--- config.mk ---
export PLATFORM = sky130hd
export DESIGN_NAME = bcd_down_cnt
export DESIGN_NICKNAME = d
export VERILOG_FILES = /design/src/rtl/bcd_down_cnt.sv
export SDC_FILE = /design/constraint.sdc
export NUM_CORES = 1
export LEC_CHECK = 0
export ABC_AREA = 1
export BUFFER_PORTS_ARGS = -buffer_cell sky130_fd_sc_hd__buf_2
export CORE_UTILIZATION = 48
export DETAILED_ROUTE_END_ITERATION = 7
export PLACE_DENSITY = 0.78
export SETUP_SLACK_MARGIN = 0.05
export SYNTH_ARGS = -nofsm -noshare
export SYNTH_HDL_FRONTEND = slang
export SYNTH_SLANG_ARGS = --single-unit
--- constraint.sdc ---
create_clock -name CK -period 1.3 [get_ports CK]
set_input_delay 0.13 -clock CK [delete_from_list [all_inputs] [get_ports CK]]
set_output_delay 0.13 -clock CK [all_outputs]
set_load 0.02 [all_outputs]
--- src/rtl/bcd_down_cnt.sv ---
// Multi-digit BCD countdown timer with preset load, terminal-zero detection
// and optional wrap from all-zero to all-nines.
module bcd_down_cnt #(
  parameter int DIGITS = 2,
  parameter bit WRAP   = 1'b0
) (
  input  logic                  CK,
  input  logic                  nClear,
  input  logic                  load,
  input  logic [4*DIGITS-1:0]   load_val,
  input  logic                  en,
  output logic [4*DIGITS-1:0]   Q,
  output logic                  running,
  output logic                  zero,
  output logic                  borrow,
  output logic                  done
);

  localparam int W = 4 * DIGITS;

  typedef enum logic {IDLE, RUN} state_t;

  state_t         state, state_nx;
  logic [W-1:0]   q_nx;
  logic [W-1:0]   san;
  logic [W-1:0]   dec;
  logic [W-1:0]   nines;
  logic           borrow_nx;
  logic           done_nx;

  // Per-digit datapath: sanitised preset, rippled decrement and the wrap value.
  always_comb begin
    logic bw;
    san   = '0;
    dec   = '0;
    nines = '0;
    bw    = 1'b1;
    for (int i = 0; i < DIGITS; i++) begin
      san[4*i +: 4]   = (load_val[4*i +: 4] > 4'd9) ? 4'd9 : load_val[4*i +: 4];
      nines[4*i +: 4] = 4'd9;
      if (bw) begin
        if (Q[4*i +: 4] == 4'd0) begin
          dec[4*i +: 4] = 4'd9;
        end else begin
          dec[4*i +: 4] = Q[4*i +: 4] - 4'd1;
          bw            = 1'b0;
        end
      end else begin
        dec[4*i +: 4] = Q[4*i +: 4];
      end
    end
  end

  assign zero    = (Q == '0);
  assign running = (state == RUN);

  // NOTE: every output of this block gets a default first, so no path leaves
  // a variable unassigned and no latch is inferred.
  always_comb begin
    state_nx  = state;
    q_nx      = Q;
    borrow_nx = 1'b0;
    done_nx   = 1'b0;
    if (load) begin
      q_nx     = san;
      state_nx = (san == '0 && !WRAP) ? IDLE : RUN;
    end else if (state == RUN && en) begin
      if (zero) begin
        // Only reachable with WRAP=1: a counter that stops at zero is already IDLE.
        q_nx      = nines;
        borrow_nx = 1'b1;
      end else begin
        q_nx = dec;
        if (dec == '0) begin
          done_nx = 1'b1;
          if (!WRAP) state_nx = IDLE;
        end
      end
    end
  end

  // NOTE: sequential state uses non-blocking assignments so every register
  // samples the pre-edge values regardless of statement order.
  always_ff @(posedge CK or negedge nClear) begin
    if (!nClear) begin
      state  <= IDLE;
      Q      <= '0;
      borrow <= 1'b0;
      done   <= 1'b0;
    end else begin
      state  <= state_nx;
      Q      <= q_nx;
      borrow <= borrow_nx;
      done   <= done_nx;
    end
  end

endmodule

After elaboration in Yosys (flattened, before gate mapping)

Index checks and enable logic that the tools add are counted.

Output and inout port bits: 12
Flip-flop bits (word level): 11
Logic and storage cells: 39

Multiplexer cells: 21
Reduce and logical (&&, ||, !) cells: 9
Order comparisons: 2
Add/subtract/negate cells: 2
Eq/ne operators: 1

Operators by type and width:

| kind                                              | count |
|---|---|
| logical NOT 8 bit                                 | 3 |
| 2-to-1 mux 8 bit                                  | 3 |
| 2-to-1 mux 4 bit                                  | 5 |
| 2-to-1 mux 1 bit                                  | 13 |
| > comparator 4 bit (second input constant)        | 2 |
| logical NOT 4 bit                                 | 2 |
| subtractor 4 x 1 -> 4 bit (second input constant) | 2 |
| nonzero test 2 bit                                | 2 |
| AND reduction 3 bit                               | 1 |
| inequality test 2 bit (second input constant)     | 1 |
| logical AND 1 bit                                 | 1 |

Depth between registers and ports, before layout

Depth in word-level cells: 8
Mapped depth: 9
Gate-level depth less buffers: 9

Worst setup path before layout

OpenSTA, ideal clock, no wires.

Kind: register to register
Start: reg Q[1]
End: reg state (netlist: running)
Data required time: 1.179 ns
Path slack: 0.005 ns
Arrival: 1.174 ns
Path buffers: 0
Stages on the path, launching flop included: 9
Library setup time: 0.121 ns
Period minus slack after synthesis: 1.295 ns
Cells stage by stage: dfrtp_1 nor2_4 nand2_4 nand2_1 nand3_1 nor2_1 nand2_1 nand2_1 nand2_1

Word-level cells in the longest chain between the ends: 6

Ends and longest elaborated chain:

| item                                                              | line | RTL |
|---|---|---|
| start: declaration                                                | 12   | `output logic [4*DIGITS-1:0] Q,` |
| start signal: assignment                                          | 92   | `Q <= q_nx;` |
| branches (longest 5 deep; another with subtractor 4 x 1 -> 4 bit) | n/a  |  |
| AND reduction 3 bit (no line) *                                   | n/a  |  |
| end signal: assignment                                            | 91   | `state <= state_nx;` |
| end: declaration                                                  | 23   | `state_t state, state_nx;` |

Every way passes the cells marked *.
A chain may end at the register's enable or synchronous reset.

Worst setup path after layout

Start: reg Q[3]
End: reg state (netlist: running)

The elaborated chain is that of the path after synthesis.

==> results.ini <==
[outcome]
run_status=finished, violations left
violations=negative setup slack

[global_route]
antenna_found_initial=0
grt_pass1_vias=789
gr-total-overflow=0
grt_pass1_wl_um=3240
grtUsageTotal_pct=24.4
grt_max_degree=12

[finish]
fin_nets=164
final_cell_mix=22 x buf_2, 21 x nand2_1, 14 x buf_4, 13 x inv_1, 11 x nor2_1
syn_to_final_growth_pct=48.2
layout-drive-gt1-share_pct=47.0
num_antenna_cells=0
final_common_cell=buf_2
multi_input_area_um2=450
final-seq-area_um2=280
post-route-util_pct=80.5
fillCellCount=96

[routing]
vias=896
wl_per_cell_um=13.3
drtAntennaViolNets=0
firstDrtPassIters=4
routed_wirelength_um=2220
drc=0
routed_via_density=5.40
drtIter0Drc=48

[clocking]
numCtsBuffers=3
cts_root_buf=clkbuf_4
cts_htree_levels=1
clock_path_buffers=2
numClockSinks=11
worstSkewPairLatency_ns=0.27
tritoncts=built
clkTransAtPathRegs_ns=0.07

[yosys]
syn-num-nets=121
postSynthAreaPerCell_um2=6.89
synth_seq_cells=11
yosys_warnings=0
ys_top_cells_by_area=dfrtp_1 37%, nand2_1 14%, inv_1 8.0%
yosys.area.top_type=dfrtp_1
ys_seq_area_share_pct=36.7
netlist_instances=109
ys_types=20
synth_area_um2=751
synth.top_cell.area_share_pct=36.7

[timing]
fin_skew_ns=0.00317
slew_violations=0
slew_headroom_pct=78.7
hold_viol=0
tightestPinTransition_ns=0.316
grt_setup_unrepaired=true
period_needed_ns=1.39
setup_viol=4
fin_ws_ns=-0.0876
max_freq_mhz=721
finalCritPeriodShare_pct=107

[worst_setup_path]
worstPathCellList=nor2_4 -> buf_6 -> nand3_2 -> nand2_1 -> nand2_1 -> nor2_2 -> nand2_1 -> nand2_1 -> nand2_1
cp.arrival_ns=1.55
crit_fanout=3
end_kind=flop
slowest_delay_ns=0.43
crit_type=reg2reg
crit_slowest_cell=dfrtp_2
cp.required_ns=1.46
critPathLaunchType=flop
crit_path_frequent_cell=nand2_1

[worst_hold_path]
hold_class=in2reg

[die]
die_area_um2=1730
core-area_um2=1380
start_util_pct=54.3
fp.dieW_um=41.5
ios=24
row_count=13
die_h_um=41.5

[placed_design]
port-buffer-count=23
dpl.hpwl_um=1320
gp_congestion=0.844

[job]
cap_viol_max_count=0

[pwr]
leakage_nw=0.589
powerDensity_nw_per_um2=1120
vdd_ir_drop_max_uv=711
design_power_total_mw=1.24

[synth_stat cells]
master,n
nand2_1,27
inv_1,16
nor2_1,16
dfrtp_1,11
nand3_1,11
o21ai_0,5
a21oi_1,4
buf_4,3
a31oi_1,2
nand4_1,2
nor2_4,2
o22ai_1,2
a22oi_1,1
inv_4,1
nand2_4,1
nand3_4,1
nor3_1,1
o211ai_1,1
o21ai_2,1
o31ai_1,1
[worst paths after layout]
kind	startpoint	end	slack, ns	depth (start not counted)
worst max register to register	Q[3]	running	-0.09	9
min in group asynchronous	nClear	borrow	0.26	2
worst min-delay path	load_val[1]	Q[1]	0.14	3
worst max-delay path	Q[3]	running	-0.09	9
worst min register to register	running	running	0.61	4
max in group asynchronous	nClear	Q[1]	0.81	2
[where the power goes]
| group | switching (mW) | internal, mW | total [mW] |
|---|---|---|---|
| sequential | 0.0476 | 0.387 | 0.435 |
| combinational | 0.339 | 0.232 | 0.571 |
| clock | 0.120 | 0.119 | 0.239 |
[stage by stage]
| step | hold slack, ns | area [um2] | setup WS (ns) | instances | TNS, ns |
|---|---|---|---|---|---|
| 2_1_floorplan | -0.166 | 756 | 0.0518 | 109 | 0 |
| 3_3_place_gp | 0.0110 | 890 | 0.0306 | 147 | 0 |
| 3_5_place_dp | 0.0143 | 890 | 0.0116 | 147 | 0 |
| 4_1_cts | 0.142 | 1040 | -0.0286 | 164 | -0.0387 |
| 5_1_grt | 0.147 | 1110 | -0.205 | 166 | -0.675 |
| 6_report | 0.144 | 1110 | -0.0876 | 166 | -0.284 |
[critical path, delay by kind of cell, from the launching register on]
family                 cells  cell delay [ns]
DFF                        1             0.43
and+or+nand+nor            8             0.73
buffers and inverters      1             0.13
[cell type report]
cell class | instances | share of cell area (%)
multi-input combinational | 78 | 40.5
sequential | 11 | 25.2
timing repair buffer | 41 | 24.3
inverter | 17 | 5.96
clock buffer | 4 | 2.36
tap | 15 | 1.69
[registers in the layout (all words and copies together), names as in the netlist]
name	count
Q	8
running	1
borrow	1
done	1
[logic make-up (layout without fill, tap and decap cells)]
group                  Yosys count  count (layout)  synth area share (%)
AOI/OAI and AO/OA               17              17                  13.5
DFF                             11              11                  36.7
and+or+nand+nor                 61              61                  38.0
buffers and inverters           20              62                  11.8
[routing by layer]
metal | part of all wire, % | track usage, % | vias to the layer above
met1 | 44 | 33.0 | 394
met4 | 3.2 | 11.0 | 0
met2 | 45 | 36.9 | 54
met5 | 0 | 0 | -
met3 | 8.2 | 5.65 | 13
li1 | - | - | 435
[repair_timing]
item | in CTS | in global routing
hold buffers | 1 | 0
buffers inserted | 12 | 2
setup endpoints to repair | 4 | 9
endpoints found under the hold margin | 11 | 0
gates resized for setup | 9 | 17
pin swaps | 7 | 13
Note: power is estimated with default switching activity, not from simulation.
